### src/rtl/riscv_intc_pkg.sv
// Shared sizing and types for the interrupt controller front end.
package riscv_intc_pkg;

  localparam int NUMINT   = 4;
  localparam int IRQ_ID_W = (NUMINT > 1) ? $clog2(NUMINT) : 1;

  typedef logic [IRQ_ID_W-1:0] irq_id_t;
  typedef logic [NUMINT-1:0]   irq_vec_t;

endpackage

### src/rtl/riscv_irq_sync.sv
// Multi-flop synchroniser: one independent flop chain per bit.
module riscv_irq_sync #(
  parameter int WIDTH       = 1,
  parameter int SYNC_STAGES = 2
) (
  input  logic             clk,
  input  logic             rst_n,
  input  logic [WIDTH-1:0] raw,
  output logic [WIDTH-1:0] synced
);

  generate
    for (genvar gi = 0; gi < WIDTH; gi++) begin : g_bit
      logic [SYNC_STAGES-1:0] chain_reg;

      // Shift the raw line through SYNC_STAGES flops; oldest stage is the output.
      always_ff @(posedge clk) begin
        if (!rst_n) begin
          chain_reg <= '0;
        end else begin
          chain_reg <= {chain_reg[SYNC_STAGES-2:0], raw[gi]};
        end
      end

      assign synced[gi] = chain_reg[SYNC_STAGES-1];
    end
  endgenerate

endmodule

### src/rtl/riscv_irq_gateway.sv
// Interrupt gateway: synchronise, detect, track pending/in-service per line,
// and present the lowest-index candidate to INTCTRL over valid/ready.
module riscv_irq_gateway #(
  parameter int                NUMINT      = riscv_intc_pkg::NUMINT,
  parameter int                SYNC_STAGES = 2,
  parameter logic [NUMINT-1:0] EDGE_MASK   = '1,
  localparam int               ID_W        = (NUMINT > 1) ? $clog2(NUMINT) : 1
) (
  input  logic              clk_i,
  input  logic              rst_n_i,
  input  logic [NUMINT-1:0] irq_src_i,
  input  logic [NUMINT-1:0] irq_en_i,
  output logic              irq_valid_o,
  output logic [ID_W-1:0]   irq_id_o,
  input  logic              irq_ready_i,
  input  logic              cmpl_valid_i,
  input  logic [ID_W-1:0]   cmpl_id_i,
  output logic [NUMINT-1:0] pending_o
);

  logic [NUMINT-1:0] sync_s;
  logic [NUMINT-1:0] prev_reg;
  logic [NUMINT-1:0] pending_reg, pending_next;
  logic [NUMINT-1:0] in_service_reg, in_service_next;
  logic [NUMINT-1:0] claim_vec, cmpl_vec, cand, cand_load;
  logic              valid_reg, valid_next;
  logic [ID_W-1:0]   id_reg, id_next;
  logic              claim, load;

  // Lowest set index wins; returns 0 for an empty vector.
  function automatic logic [ID_W-1:0] lowest_index(input logic [NUMINT-1:0] vec);
    lowest_index = '0;
    for (int i = NUMINT - 1; i >= 0; i--) begin
      if (vec[i]) lowest_index = ID_W'(i);
    end
  endfunction

  riscv_irq_sync #(
    .WIDTH       (NUMINT),
    .SYNC_STAGES (SYNC_STAGES)
  ) u_sync (
    .clk    (clk_i),
    .rst_n  (rst_n_i),
    .raw    (irq_src_i),
    .synced (sync_s)
  );

  assign claim = valid_reg & irq_ready_i;
  assign load  = ~valid_reg | claim;

  generate
    for (genvar gi = 0; gi < NUMINT; gi++) begin : g_line
      // Ids >= NUMINT never match any line, so they fall out naturally.
      assign claim_vec[gi] = claim && (id_reg == ID_W'(gi));
      assign cmpl_vec[gi]  = cmpl_valid_i && (cmpl_id_i == ID_W'(gi));
      // Edge lines: a new rising edge beats a simultaneous claim clear.
      // Level lines: follow the synced source, masked while in service.
      assign pending_next[gi] = EDGE_MASK[gi]
          ? ((sync_s[gi] & ~prev_reg[gi]) | (pending_reg[gi] & ~claim_vec[gi]))
          : (sync_s[gi] & ~in_service_reg[gi]);
    end
  endgenerate

  // A claim in the same cycle as a completion of that line leaves it in service,
  // since the completion targets a line that was not yet in service.
  assign in_service_next = (in_service_reg & ~cmpl_vec) | claim_vec;

  assign cand      = pending_reg & irq_en_i & ~in_service_reg;
  assign cand_load = cand & ~claim_vec;

  // Output register reloads when idle or on claim; otherwise it holds (no retraction).
  always_comb begin
    valid_next = valid_reg;
    id_next    = id_reg;
    if (load) begin
      valid_next = |cand_load;
      id_next    = lowest_index(cand_load);
    end
  end

  // Per-line state and the presented request.
  always_ff @(posedge clk_i) begin
    if (!rst_n_i) begin
      prev_reg       <= '0;
      pending_reg    <= '0;
      in_service_reg <= '0;
      valid_reg      <= 1'b0;
      id_reg         <= '0;
    end else begin
      prev_reg       <= sync_s;
      pending_reg    <= pending_next;
      in_service_reg <= in_service_next;
      valid_reg      <= valid_next;
      id_reg         <= id_next;
    end
  end

  assign irq_valid_o = valid_reg;
  assign irq_id_o    = id_reg;
  assign pending_o   = pending_reg;

endmodule

### config.mk
export PLATFORM = sky130hd
export DESIGN_NAME = riscv_irq_gateway
export DESIGN_NICKNAME = d
export VERILOG_FILES = /design/src/rtl/riscv_intc_pkg.sv /design/src/rtl/riscv_irq_sync.sv /design/src/rtl/riscv_irq_gateway.sv
export SDC_FILE = /design/constraint.sdc
export NUM_CORES = 1
export LEC_CHECK = 0
export CAP_MARGIN = 20
export CORE_UTILIZATION = 45
export DETAILED_ROUTE_END_ITERATION = 8
export DONT_BUFFER_PORTS = 1
export PLACE_DENSITY = 0.59
export SYNTH_ARGS = -nofsm -noshare
export SYNTH_HDL_FRONTEND = slang
export SYNTH_SLANG_ARGS = --single-unit
### constraint.sdc
create_clock -name clk_i -period 1.43 [get_ports clk_i]
set_clock_uncertainty 0.15 [all_clocks]
set_input_delay 0.143 -clock clk_i [delete_from_list [all_inputs] [get_ports clk_i]]
set_output_delay 0.143 -clock clk_i [all_outputs]
set_load 0.05 [all_outputs]
==> results of run 1 <==
[cell families (layout without fill, tap and decap cells)]
logic type             count (synthesis)  count (layout)  share of synthesized area, %
buffers and inverters                  4              29                          1.87
AOI/OAI and AO/OA                     17              17                          13.5
DFF                                   23              23                          57.2
and+or+nand+nor                       34              34                          27.4
[final cells by class]
type                    instances  area share, %
inverters                       3           1.37
clock inverters                 1          0.457
clock buffers                   3           2.05
multi-input cells              51           31.7
well taps                      24           2.74
flip-flops and latches         23           43.4
repair buffers                 22           18.3
[cells in the mapped netlist]
cell       number
nor2_1          4
nand4b_1        5
a32o_2          1
a21oi_1         8
and2_1         14
a41oi_2         1
and2b_1         1
nand4bb_1       1
and4b_1         1
clkbuf_1        1
dfxtp_1        23
o21ai_0         5
inv_1           2
nand2b_1        1
nand2_1         2
a32o_1          1
clkinv_1        1
nand4_1         1
a31oi_1         1
nor2b_1         4
[layer usage]
layer	global-route usage (%)	up-vias	wire length, um
met3	2.45	2	74
li1	-	327	-
met4	7.27	0	10
met5	0	-	0
met2	29.7	20	712
met1	22.2	301	715
[stage by stage]
step / util (%) / worst slack, ns / cells
after floorplan: - / 0.00889 / 78
after CTS: 67.6 / 0.00349 / 126
after global placement: 58.3 / 0.0592 / 110
after detailed placement: 58.3 / 0.0527 / 110
final: 68.8 / 0.0205 / 127
after global routing: 68.8 / -0.0150 / 127
[worst paths after layout]
| path | to | slack, ns | cells past startpoint |
|---|---|---|---|
| setup reg to reg | irq_id_o[1] | 0.05 | 4 |
| hold reg to reg | u_sync.g_bit[3].chain_reg[1] | 0.30 | 1 |
| hold / removal | in_service_reg[1] | -0.0006 | 3 |
| setup / recovery | irq_id_o[0] | 0.02 | 5 |
[power breakdown]
group,internal (uW),switching (uW)
Clock,104,185
Sequential,665,15.1
Combinational,66.8,75.6
Total,836,276
[worst reg2reg max path, stage by stage (launching register included)]
cell and delay, ns:
dfxtp_4 0.39, nand4b_1 0.14, nand4b_1 0.17, and2_4 0.19, a32o_2 0.25
[what timing repair did]
action | CTS | global route
endpoints found under the hold margin | 23 | 3
endpoints found under the setup margin | 0 | 4
hold buffers | 12 | 1
buffers inserted | 0 | 0
resized for setup | 0 | 3
==> results, run 1 <==
- The endpoint class of the critical path is a flip-flop.
- The synthesized design contains 23 register bits.
- The run finished, with violations left.
- The weighted congestion at the end of routability-driven global placement is 0.762.
- In the final design database the tool counted 118 nets.
- At the pin with the least slew margin, the transition time is roughly 0.41 ns.
- The final layout contains routed wiring with a total length of between 1500 and 2000 um.
- The pin count of the biggest net entering global routing is 14.
- The critical path goes through dlygate4sd3_1 -> nand4_1 -> nand4b_1 -> o21ai_0 -> a32o_1.
- After legalization and detailed placement, the total HPWL measured 1050 um.
- Along the worst path, the maximum fanout reaches 4.
- In this run, CTS created clock tree buffers numbering 3.
- Setup violations remaining at the end of the flow were counted as 0.
- The largest total area in the synthesized netlist belongs to dfxtp_1.
- Dividing the final minimum period by the clock period gives roughly 100%.
- The deepest clock path buffer count is 2.
- The via count of the first global-routing pass is 616.
- In the layout the commonest cells are 17 x dfxtp_1, 13 x and2_1, 12 x dlygate4sd3_1.
- The cell at the root of the clock tree is clkbuf_4.
- Clock-pin slew was measured on the worst setup and hold paths at 0.13 ns.
- The number of inserted diodes is 0.
- In the final layout, flip-flops and latches occupy 475 um^2.
- After synthesis, the netlist uses 20 different library cells.
- The maximum level of the CTS H-tree is 1.
- The worst pin sits at a relative slew slack of 72.9%.
- In this run the cell area of the synthesized design comes to between 800 and 900 um^2.
- The critical hold path startpoint is irq_ready_i.
- The beginning of the worst register-to-register path is irq_id_o[1].
- The count of routing violations after the opening detailed-route iteration is 16.
- The post-route cell area is 0.00110 mm^2.
- The class of the tightest hold or removal check is in -> reg.
- The layout has 139 filler cells.
- The first global-routing pass estimated 2500 um of wire.
- The area taken by multi-input logic gates is 348 um^2.
- In this run the vertical extent of the chip is 44.3 um.
- The initial antenna violation count is 0.
- The net count after synthesis is a little over 90.
- The die covers 0.00196 mm^2.
- The detail route stage leaves a number of antenna-violating nets equal to 0.
- Clock latency on the worst-skew pair, taken at its later pin, is 0.30 ns.
- A synthesized cell averages approximately 10 um^2.
- The number of hold violations in the final report is 1.
- In the synthesized netlist, the number of instances is 78.
- The most common cell after layout, fill and taps aside is dfxtp_1.
- The launching element type of the critical path is a primary input.
- The count of boundary I/O pins is 21.
- The placed instances occupy a cell area of slightly above 900 um^2.
- The critical path is of the in -> reg type.
- For this run, the detailed router's first-pass iteration total came to 4.
- In the final routed layout, each cell accounts on average for 11.9 um.
- The data required time of the critical path is 1.48 ns.
- The launching element of the worst setup path is irq_ready_i.
- For this run, the total global-route usage over all layers was measured as between 15 and 20%.
- The number of buffers inserted by port buffering is 0.
- The core region is ~0.0016 mm^2.
- The highest attainable clock frequency is approximately 710 MHz.
- After detailed routing, the number of vias per cell comes to around 5.
- The maximum ir drop on the vdd rail is 0.795 mV.
- For this run, design rule violations remaining after detail routing come to 0.
- Across the run, the number of max-cap violations was 0.
- In the final layout, the share of cells above drive strength 1 is 23.3%.
- The cell area power density is 1010 mW/mm^2.
- Counting both buffers and inverters, the worst setup path holds a total of 1.
- Ranked by total cell area, the synthesized netlist is headed by dfxtp_1 57%, and2_1 11%, nand4b_1 5.4%, a21oi_1 5.0%, nor2b_1 3.1%.
- The highest-delay cell along the critical path is dlygate4sd3_1.
- The cell family contributing the most delay on the critical path is buffers and inverters.
- Adding up every negative setup slack in the final design gives 0 ns.
- The final critical path time including I/O delays and setup is 1.41 ns.
- On the worst path, the slowest cell contributes a delay of 0.60 ns.
- Setup repair after global routing could not meet its margin everywhere.
- The horizontal die dimension is 44.3 um.
- After floorplanning, the core was divided into 14 placement rows.
- Final hold analysis gives a worst-case slack of -0.000642 ns.
- The TritonCTS clock tree is done.
- The top cell type's share of synthesized area is 57.2%.
- The checks that failed: negative hold slack.
- The clock net sink count is 23.
- The sequential-to-total area share from yosys stat is 57.2%.
- Summing internal, switching and leakage power gives around 1100 uW.
- The relative area change from synthesis to final layout is 36.2%.
- Summed over all layers, the global routing overflow is 0.
- Once the floorplan was initialized, standard cells occupied 50.5% of the core.
- STA puts the critical path data arrival time at 1.46 ns.
- The max-slew violation total from the final report is 0.
- The via count is 650.
- The register with the most flip-flops in the layout has 8 of them.
- During synthesis, Yosys emitted a total of 0 warnings.
- In this run the static leakage power is 0.000452 uW.
(Power assumes the default switching activity.)
==> inputs of run 2 (changes only) <==
--- a/config.mk
+++ b/config.mk
@@ -6,10 +6,10 @@
 export NUM_CORES = 1
 export LEC_CHECK = 0
 export CAP_MARGIN = 20
-export CORE_UTILIZATION = 45
+export CORE_UTILIZATION = 40
 export DETAILED_ROUTE_END_ITERATION = 8
 export DONT_BUFFER_PORTS = 1
-export PLACE_DENSITY = 0.59
+export PLACE_DENSITY = 0.53
 export SYNTH_ARGS = -nofsm -noshare
 export SYNTH_HDL_FRONTEND = slang
 export SYNTH_SLANG_ARGS = --single-unit
==> results, run 2 (same netlist as run 1, synthesis figures left out) <==
- Result of the run: complete, but fails checks (unchanged).
- Failing checks: negative hold slack (unchanged).
- The worst setup path category is reg -> reg (was in -> reg).
- Cell-by-cell listing of the critical path: nand4b_1 -> and4b_1 -> o21ai_1 -> a32o_1 (was dlygate4sd3_1 -> nand4_1 -> nand4b_1 -> o21ai_0 -> a32o_1).
- The minimum hold slack is -0.140 ns (was -0.000642 ns).
- The clock transition at the register clock pins on the worst setup and hold paths after CTS is 0.13 ns (about the same).
- The static leakage was 0.000443 uW (was 0.000452 uW).
- The total congestion overflow after global routing is 0 (unchanged).
- The highest attainable clock frequency is 727 MHz (was 709 MHz).
- The total global-route track usage came to 15.9% (was 17.5%).
- The measured slew at the worst slew-check pin is 0.427 ns (was 0.406 ns).
- The final critical path time including I/O delays and setup was 1.38 ns (was 1.41 ns).
- The max-slew violation total from the final report is 0 (unchanged).
- The count of routing violations after the opening detailed-route iteration is 12 (was 16).
- Most frequent cells in the layout: 17 x dfxtp_1, 13 x and2_1, 10 x buf_4 (was 17 x dfxtp_1, 13 x and2_1, 12 x dlygate4sd3_1).
- The via count of the first global-routing pass is 565 (was 616).
- The routed wire length on met2 was 805 um (was 712 um).
- The flip-flop count of the largest register, all copies and words added is 8 (unchanged).
- The maximum level of the CTS H-tree is 1 (unchanged).
- The maximum ir drop on the vdd rail is 0.793 mV (was 0.795 mV).
- The horizontal die dimension is 46.8 um (was 44.3 um).
- The via density per instance is 5.03 (was 5.12).
- The worst endpoint data arrival time is 1.47 ns (was 1.46 ns).
- The launching element type of the critical path is a flip-flop (was primary input).
- The per-cell routed wire length came to 12.8 um (was 11.9 um).
- The wire length on met3 is 84 um (was 74 um).
- The number of inserted diodes is 0 (unchanged).
- The starting utilization of the core area is 44.7% (was 50.5%).
- The number of buffers inserted by port buffering is 0 (unchanged).
- The cell row count is 15 (was 14).
- The number of CTS-inserted buffers is 3 (unchanged).
- The weighted congestion at the end of routability-driven global placement is 0.817 (was 0.762).
- The aggregate negative setup slack is 0 ns (unchanged).
- The number of nets with antenna violations after routing was 0 (unchanged).
- The length of routed wiring on met1 is 710 um (was 715 um).
- The endpoint class of the critical path was a flip-flop (unchanged).
- The data required time of the critical path was 1.52 ns (was 1.48 ns).
- The max-slew headroom at the worst pin came to 71.6% (was 72.9%).
- The deepest clock path buffer count was 2 (unchanged).
- The floorplan core area is 0.00180 mm^2 (was 0.00159 mm^2).
- The via count is 634 (was 650).
- The count of nets after finishing is 116 (was 118).
- The relative area change from synthesis to final layout is 33.6% (was 36.2%).
- The die boundary height was 46.8 um (was 44.3 um).
- The detailed-route wire length came to 1610 um (was 1510 um).
- The count of endpoints failing setup in the final report is 0 (unchanged).
- The cell area power density was 1030 mW/mm^2 (was 1010 mW/mm^2).
- The most common cell after layout, fill and taps aside is dfxtp_1 (unchanged).
- The die area was 0.00219 mm^2 (was 0.00196 mm^2).
- The count of boundary I/O pins is 21 (unchanged).
- The initial antenna violation count is 0 (unchanged).
- The clock latency reported for the late side of the worst-skew pair is 0.31 ns (was 0.30 ns).
- The highest-delay cell along the critical path is dfxtp_4 (was dlygate4sd3_1).
- The top layer reached by signal wires is met4 (unchanged).
- The class of the tightest hold or removal check was in -> reg (unchanged).
- The clock net sink count is 23 (unchanged).
- The largest driver fanout on the critical path was 6 (was 4).
- The number of hold violations in the final report came to 5 (was 1).
- The cell at the root of the clock tree is clkbuf_4 (unchanged).
- The wire length of the first global-routing pass came to 2390 um (was 2500 um).
- The total DRC errors in the routed layout is 0 (unchanged).
- The slack of the worst reg-to-reg path is 0.05 ns (about the same).
- The TritonCTS clock tree is done (unchanged).
- The pin count of the biggest net entering global routing is 14 (unchanged).
- The part of the cycle the worst path needs is 96.2% (was 98.6%).
- The sum of net half-perimeters after detailed placement was 1110 um (was 1050 um).
- The share of final-layout standard cells stronger than drive strength 1 is 24.8% (was 23.3%).
- The delay of the slowest cell on the worst path is 0.38 ns (was 0.60 ns).
- The count of hold buffers inserted by post-cts repair was 10 (was 12).
- The reported max-cap violation count is 0 (unchanged).
- The number of iterations in the first detailed-routing pass came to 4 (unchanged).
## run 2: changes by cell type in the layout (fill, tap and decap cells not counted)
cell           change
buf_4              +1
dlygate4sd3_1      -3
o21ai_0            -1
o21ai_1            +1
## run 2: layout make-up
cell class	instances	area, um^2
Inverter	3	15.0
Multi-Input combinational cell	51	348
Fill cell	169	727
Clock inverter	1	5.00
Tap cell	25	31.3
Clock buffer	3	22.5
Timing Repair Buffer	20	178
Sequential cell	23	475
## run 2: per-layer routing
layer,global-route usage [%],up-vias
li1,-,321
met1,19.6,288
met2,26.9,23
met3,2.31,2
met4,8.57,0
met5,0,-
## run 2: metrics by stage
step | total power, uW | utilization, % | area (um^2) | setup WS, ns | std cells
finish | 1110 | 59.7 | 1070 | 0.0544 | 126
global route | 1160 | 59.7 | 1070 | -0.00571 | 126
CTS | 1120 | 58.8 | 1060 | 0.00772 | 125
detailed placement | 803 | 51.7 | 931 | 0.0224 | 111
global placement | 801 | 51.7 | 931 | 0.0219 | 111
floorplan | 776 | - | 836 | 0.00889 | 78
## run 2: path summary, 6_finish.rpt
kind                                                    from                      endpoint  cells after the start
worst max-delay path                             irq_id_o[0]                   irq_id_o[0]                      4
worst min register to register  u_sync.g_bit[0].chain_reg[0]  u_sync.g_bit[0].chain_reg[1]                      1
worst min-delay path                             irq_ready_i             in_service_reg[0]                      2
worst max register to register                   irq_id_o[0]                   irq_id_o[0]                      4
## run 2: critical path, delay by kind of cell, from the launching register on
family | cells | cell delay [ns]
AOI/OAI and AO/OA | 2 | 0.33
DFF | 1 | 0.38
and+or+nand+nor | 2 | 0.46
## run 2: power by group
part / internal, uW / leakage (uW) / switching (uW)
sequential: 665 / 0.000192 / 15.6
combinational: 62.6 / 0.000234 / 75.3
clock: 104 / 0.0000177 / 186
## run 2: what timing repair did
| item | 4_1_cts | 5_1_grt |
|---|---|---|
| pin swaps | 0 | 1 |
| setup buffers | 0 | 1 |
| hold endpoints to repair | 23 | 5 |
| gates cloned | 0 | 0 |
| resized for setup | 1 | 3 |
| endpoints found under the setup margin | 1 | 7 |
==> inputs of run 3 (changes only) <==
--- a/config.mk
+++ b/config.mk
@@ -5,11 +5,10 @@
 export SDC_FILE = /design/constraint.sdc
 export NUM_CORES = 1
 export LEC_CHECK = 0
-export CAP_MARGIN = 20
 export CORE_UTILIZATION = 40
 export DETAILED_ROUTE_END_ITERATION = 8
 export DONT_BUFFER_PORTS = 1
-export PLACE_DENSITY = 0.53
+export PLACE_DENSITY_LB_ADDON = 0.1
 export SYNTH_ARGS = -nofsm -noshare
 export SYNTH_HDL_FRONTEND = slang
 export SYNTH_SLANG_ARGS = --single-unit
==> results, run 3 (same netlist as run 1, synthesis figures left out) <==
- Result of the run: complete, but fails checks (unchanged).
- Failing checks: negative hold slack (unchanged).
- The total global-route track usage is 16.2% (was 15.9%).
- The final critical path time including I/O delays and setup was 1.38 ns (about the same).
- The most common cell after layout, fill and taps aside is dfxtp_1 (unchanged).
- The die area is 0.00219 mm^2 (unchanged).
- The pin count of the biggest net entering global routing came to 14 (unchanged).
- The endpoint class of the critical path is a flip-flop (unchanged).
- The highest attainable clock frequency is 723 MHz (was 727 MHz).
- The max-slew violation total from the final report is 0 (unchanged).
- The number of inserted diodes is 0 (unchanged).
- The share of final-layout standard cells stronger than drive strength 1 is 22.5% (was 24.8%).
- The relative area change from synthesis to final layout is 34.8% (was 33.6%).
- The number of nets with antenna violations after routing is 0 (unchanged).
- The minimum hold slack was -0.131 ns (was -0.140 ns).
- The deepest clock path buffer count came to 2 (unchanged).
- The maximum ir drop on the vdd rail came to 0.745 mV (was 0.793 mV).
- The per-cell routed wire length is 12.2 um (was 12.8 um).
- The cell at the root of the clock tree is clkbuf_4 (unchanged).
- Setup repair after global routing left no endpoint under its margin.
- The via density per instance is 5.06 (was 5.03).
- The part of the cycle the worst path needs is 96.8% (was 96.2%).
- The reported max-cap violation count is 0 (unchanged).
- The die boundary height is 46.8 um (unchanged).
- Most frequent cells in the layout: 17 x dfxtp_1, 14 x and2_1, 11 x dlygate4sd3_1 (was 17 x dfxtp_1, 13 x and2_1, 10 x buf_4).
- The number of hold violations in the final report came to 4 (was 5).
- The clock latency reported for the late side of the worst-skew pair is 0.30 ns (was 0.31 ns).
- The TritonCTS clock tree is done (unchanged).
- The clock net sink count is 23 (unchanged).
- The measured slew at the worst slew-check pin is 0.445 ns (was 0.427 ns).
- The worst endpoint data arrival time is 1.44 ns (was 1.47 ns).
- The count of routing violations after the opening detailed-route iteration was 7 (was 12).
- The data required time of the critical path is 1.48 ns (was 1.52 ns).
- The floorplan core area is 0.00180 mm^2 (unchanged).
- The number of buffers inserted by port buffering is 0 (unchanged).
- The via count is 642 (was 634).
- The largest driver fanout on the critical path came to 6 (unchanged).
- The total DRC errors in the routed layout is 0 (unchanged).
- The launching element type of the critical path is a flip-flop (unchanged).
- The class of the tightest hold or removal check is in -> reg (unchanged).
- The count of hold buffers inserted by post-cts repair is 12 (was 10).
- The count of endpoints failing setup in the final report came to 0 (unchanged).
- The max-slew headroom at the worst pin is 70.3% (was 71.6%).
- The count of filler cells inserted in the layout is 172 (was 169).
- The detailed-route wire length is 1550 um (was 1610 um).
- The wire length of the first global-routing pass is 2400 um (was 2390 um).
- The number of iterations in the first detailed-routing pass is 3 (was 4).
- The horizontal die dimension is 46.8 um (unchanged).
- The clock transition at the register clock pins on the worst setup and hold paths after CTS is 0.12 ns (was 0.13 ns).
- The cell row count is 15 (unchanged).
- The number of cells traversed by the worst hold path is 2 (unchanged).
- The initial antenna violation count is 0 (unchanged).
- The weighted congestion at the end of routability-driven global placement is 0.812 (was 0.817).
- The aggregate negative setup slack is 0 ns (unchanged).
- The static leakage is 0.000443 uW (about the same).
- The starting utilization of the core area was 44.7% (unchanged).
- The via count of the first global-routing pass is 593 (was 565).
- The number of cells on the worst reg-to-reg path is 4 (unchanged).
- The maximum level of the CTS H-tree is 1 (unchanged).
- The flip-flop count of the largest register, all copies and words added is 8 (unchanged).
- The core occupancy in the finished layout is 60.2% (was 59.7%).
- The total congestion overflow after global routing is 0 (unchanged).
- The cell area power density is 1020 mW/mm^2 (was 1030 mW/mm^2).
- The number of CTS-inserted buffers is 3 (unchanged).
- The worst setup path category is reg -> reg (unchanged).
- The count of nets after finishing is 117 (was 116).
- The count of boundary I/O pins was 21 (unchanged).
[run 3: cell types whose count changed in the layout (fill, tap and decap cells not counted)]
cell / before / now
and2_4: 1 / 0
buf_4: 10 / 9
o21ai_1: 1 / 0
and2_1: 13 / 14
dlygate4sd3_1: 9 / 11
o21ai_0: 4 / 5
[run 3: final timing paths]
kind	from	to	slack, ns
worst max-delay path	irq_id_o[1]	irq_id_o[1]	0.05
worst min-delay path	irq_ready_i	in_service_reg[0]	-0.13
worst max register to register	irq_id_o[1]	irq_id_o[1]	0.05
worst min register to register	u_sync.g_bit[0].chain_reg[0]	u_sync.g_bit[0].chain_reg[1]	0.29
[run 3: final cells by class]
class / instances / area, um^2 / share of cell area, %
tap: 25 / 31.3 / 2.88
inverter: 3 / 15.0 / 1.38
clock buffer: 3 / 22.5 / 2.08
timing repair buffer: 21 / 190 / 17.5
multi-input combinational: 51 / 345 / 31.8
clock inverter: 1 / 5.00 / 0.461
sequential: 23 / 475 / 43.8
[run 3: power breakdown]
| group | internal, uW | switching (uW) | total (uW) |
|---|---|---|---|
| sequential | 665 | 15.5 | 680 |
| clock | 104 | 183 | 287 |
| combinational | 63.2 | 74.1 | 137 |
[run 3: per-layer routing]
| metal | GRT usage [%] | vias to the layer above | wire [um] |
|---|---|---|---|
| met2 | 26.9 | 17 | 729 |
| met4 | 11.4 | 0 | 39 |
| met1 | 17.6 | 296 | 699 |
| met5 | 0 | - | 0 |
| li1 | - | 325 | - |
| met3 | 4.62 | 4 | 85 |
[run 3: stage by stage]
stage	hold WS (ns)	std cells	worst slack (ns)	cell area, um^2	total power (uW)
global route	-0.150	127	0.0134	1080	1160
floorplan	0.120	78	0.00889	836	776
finish	-0.131	127	0.0462	1080	1100
CTS	-0.143	126	0.00847	1070	1120
detailed placement	0.119	110	0.0617	923	802
global placement	0.117	110	0.0653	923	801
[run 3: critical path: stages, from the launching register on]
cell      delay (ns)
dfxtp_4         0.39
nand4b_1        0.14
nand4b_1        0.16
and2_1          0.20
a32o_2          0.25
[run 3: repair_timing]
action                                  4_1_cts  5_1_grt
endpoints found under the setup margin        0       11
resized for setup                             0        2
endpoints found under the hold margin        23        6
buffers inserted                              0        1
==> RTL change (flow settings as in run 3) <==
`SYNC_STAGES` is set to 2 in 2 places; all go to 4.
--- a/src/rtl/riscv_irq_sync.sv
+++ b/src/rtl/riscv_irq_sync.sv
@@ -1,7 +1,7 @@
 // Multi-flop synchroniser: one independent flop chain per bit.
 module riscv_irq_sync #(
   parameter int WIDTH       = 1,
-  parameter int SYNC_STAGES = 2
+  parameter int SYNC_STAGES = 4
 ) (
   input  logic             clk,
   input  logic             rst_n,
--- a/src/rtl/riscv_irq_gateway.sv
+++ b/src/rtl/riscv_irq_gateway.sv
@@ -2,7 +2,7 @@
 // and present the lowest-index candidate to INTCTRL over valid/ready.
 module riscv_irq_gateway #(
   parameter int                NUMINT      = riscv_intc_pkg::NUMINT,
-  parameter int                SYNC_STAGES = 2,
+  parameter int                SYNC_STAGES = 4,
   parameter logic [NUMINT-1:0] EDGE_MASK   = '1,
   localparam int               ID_W        = (NUMINT > 1) ? $clog2(NUMINT) : 1
 ) (
Function: changed (Yosys sat finds a counterexample within 4 cycles, from zero or initial values and one cycle with rst_n_i low).
==> RTL change against run 3 <==
Total power up 32%. Area after synthesis up 28%. Core utilization down 3.3 points. Cell area up 29%. Wire length up 23%. Fmax up 1.9%. Sequential power up 31%. Global-route usage up 1.1 points. Worst setup slack better by 0.026 ns. Clock power up 65%. Hold slack better by 0.16 ns. Sequential cell count up 8.
==> RTL change: results (changes against run 3) <==
.. list-table::
   :header-rows: 1

   * - Metric
     - Value
   * - Source of the worst hold timing path
     - cmpl_id_i[1]
   * - Critical Path Max Stage Delay
     - approximately 0.38 ns
   * - Antenna violations before repair
     - 0 (unchanged)
   * - Initial drt markers
     - 10 (+3)
   * - Largest net degree at the start of global routing
     - 14 (unchanged)
   * - Antenna Cells
     - 0 (unchanged)
   * - Number of flip-flops in the largest register
     - 16 (+8)
   * - Area post-placement
     - 1130 um2 (+22%)
   * - Maximum level of the CTS H-tree
     - 2 (+1)
   * - Net count reported at finish
     - 148 (+26%)
   * - Clock input transition at the sequential cells of the worst setup and hold paths
     - 0.10 ns (-0.02 ns)
   * - Number of vias after detailed routing
     - 799 (+24%)
   * - Gp weighted congestion
     - 0.8750 (+7.8%)
   * - Number of vias per cell
     - 4.842 (-4.2%)
   * - Worst hold margin
     - 0.03012 ns (+0.1614 ns)
   * - Port-buffer cells
     - 0 (unchanged)
   * - Synthesized netlist net count
     - 114 (+24%)
   * - Most frequent cells after synthesis
     - 31 x sky130_fd_sc_hd__dfxtp_1, 20 x sky130_fd_sc_hd__and2_1, 9 x sky130_fd_sc_hd__a21oi_1
   * - Cells on Worst Hold Path
     - 3 (+1)
   * - Register area share after synthesis
     - 60.19% (+3.0 points)
   * - Pre-CTS setup slack
     - 0.05349 ns (-0.008187 ns)
   * - Initial core utilization
     - 42.00% (-2.7 points)
   * - Count of different cell masters after synthesis
     - 21 (+5.0%)
   * - Via count of the first global-routing pass
     - 766 (+29%)
   * - Final Routed Wirelength
     - 1.916 mm (+23%)
   * - Mapped Cells
     - 100 (+28%)
   * - Result of the run
     - completed
   * - Number of buffers added by the clock tree synthesis step
     - 5 (+2)
   * - Global-route wire length before repair
     - 3.236 mm (+35%)
   * - Fraction of final layout cells sized beyond drive strength 1
     - 18.52% (-4.0 points)
   * - Worst reg-to-reg setup slack
     - 0.07 ns (+0.03 ns)
   * - Leak
     - 0.6116 nW (+38%)
   * - Clk buf depth
     - 2 (unchanged)
   * - Aggregate global-route resource usage
     - 17.27% (+1.1 points)
   * - Async set-reset flop share out of synthesis
     - 0% (unchanged)
   * - Clock Tree Root
     - sky130_fd_sc_hd__clkbuf_4
   * - Launch instance of the worst register-to-register path
     - irq_id_o[0]
   * - Synthesis warning total
     - 0 (unchanged)
   * - Relative slew margins
     - 74.58% (+4.2 points)
   * - Cells taking the most area after synthesis
     - sky130_fd_sc_hd__dfxtp_1 60%, sky130_fd_sc_hd__and2_1 12%, sky130_fd_sc_hd__a21oi_1 4.4%
   * - WS Path Type
     - flip-flop to flip-flop
   * - Max IR drop VDD
     - 0.8908 mV (+20%)
   * - DP Cell Count
     - 136 (+24%)
   * - Top delay family on crit path
     - simple AND/OR/NAND/NOR gates
   * - Maximum fanout count along the critical path
     - 7 (+1)
   * - Clock latency of the later-clocked register in the worst-skew pair
     - 0.32 ns (+0.02 ns)
   * - R2r endpoint
     - irq_id_o[1]
   * - Signal arrival time at the worst endpoint
     - 1.46 ns (+0.02 ns)
   * - First-pass DRT Iterations
     - 4 (+1)
[RTL change: changes by cell type in the layout (fill, tap and decap cells not counted), moves of 2 or more]
cell,change
sky130_fd_sc_hd__nor2_1,+3
sky130_fd_sc_hd__and2_1,+6
sky130_fd_sc_hd__dfxtp_1,+9
sky130_fd_sc_hd__nand2_1,+3
sky130_fd_sc_hd__clkbuf_4,+2
sky130_fd_sc_hd__dfxtp_4,-2
sky130_fd_sc_hd__dlygate4sd3_1,+7
sky130_fd_sc_hd__nand4b_1,-2
sky130_fd_sc_hd__clkinv_2,+2
[RTL change: final cells by class]
| class | instances | area, um2 |
|---|---|---|
| clock buffer | 5 | 37.54 |
| clock inverter | 3 | 15.01 |
| fill | 241 | 1057 |
| inverter | 2 | 7.507 |
| multi-input combinational | 64 | 390.4 |
| sequential | 31 | 629.4 |
| tap | 30 | 37.54 |
| timing repair buffer | 30 | 280.3 |
[RTL change: cell families after synthesis]
kind of cell           Yosys count  synth area share (%)
AO/OA/AOI/OAI                   18                 10.68
buffers and inverters            5                 1.942
flip-flops                      31                 60.19
AND/OR/NAND/NOR                 46                 27.18
[RTL change: repair_timing]
action | CTS | global route
buffers inserted | 0 | 1
hold endpoints to repair | 31 | 0
hold buffers | 20 | 0
setup endpoints to repair | 0 | 3
gates resized for setup | 0 | 3
[RTL change: layer usage]
metal / share of wire (%) / global-route usage, % / wire length [um]
met5: 0 / 0 / 0
met4: 1.6 / 7.895 / 31
met3: 6.2 / 8.696 / 118
met2: 48 / 27.64 / 911
met1: 45 / 18.89 / 855
[RTL change: where the power goes]
part	internal (W)	switching, W	leakage, nW
registers	0.000883	0.00000784	0.255
clock network	0.000183	0.000292	0.0347
logic	0.0000509	0.0000459	0.322
[RTL change: worst max path at each step]
stage	to	slack, ns
final	irq_id_o[1]	0.07
after global routing	irq_id_o[1]	0.001
after CTS	irq_id_o[1]	0.02
after detailed placement	irq_id_o[0]	0.05
after global placement	irq_id_o[0]	0.05
after floorplan	irq_id_o[0]	-0.04
[RTL change: worst reg2reg max path: stages, from the launching register on]
cell                        delay [ns]
sky130_fd_sc_hd__dfxtp_4          0.38
sky130_fd_sc_hd__nand4_2          0.11
sky130_fd_sc_hd__or3b_1           0.37
sky130_fd_sc_hd__a21oi_1          0.16
sky130_fd_sc_hd__o2bb2ai_1        0.12
[RTL change: through the flow]
step	utilization [%]	TNS (ns)
3_5_place_dp	46.02	0
2_1_floorplan	-	-0.03857
6_report	56.93	0
3_3_place_gp	46.02	0
4_1_cts	56.32	0
5_1_grt	56.93	0
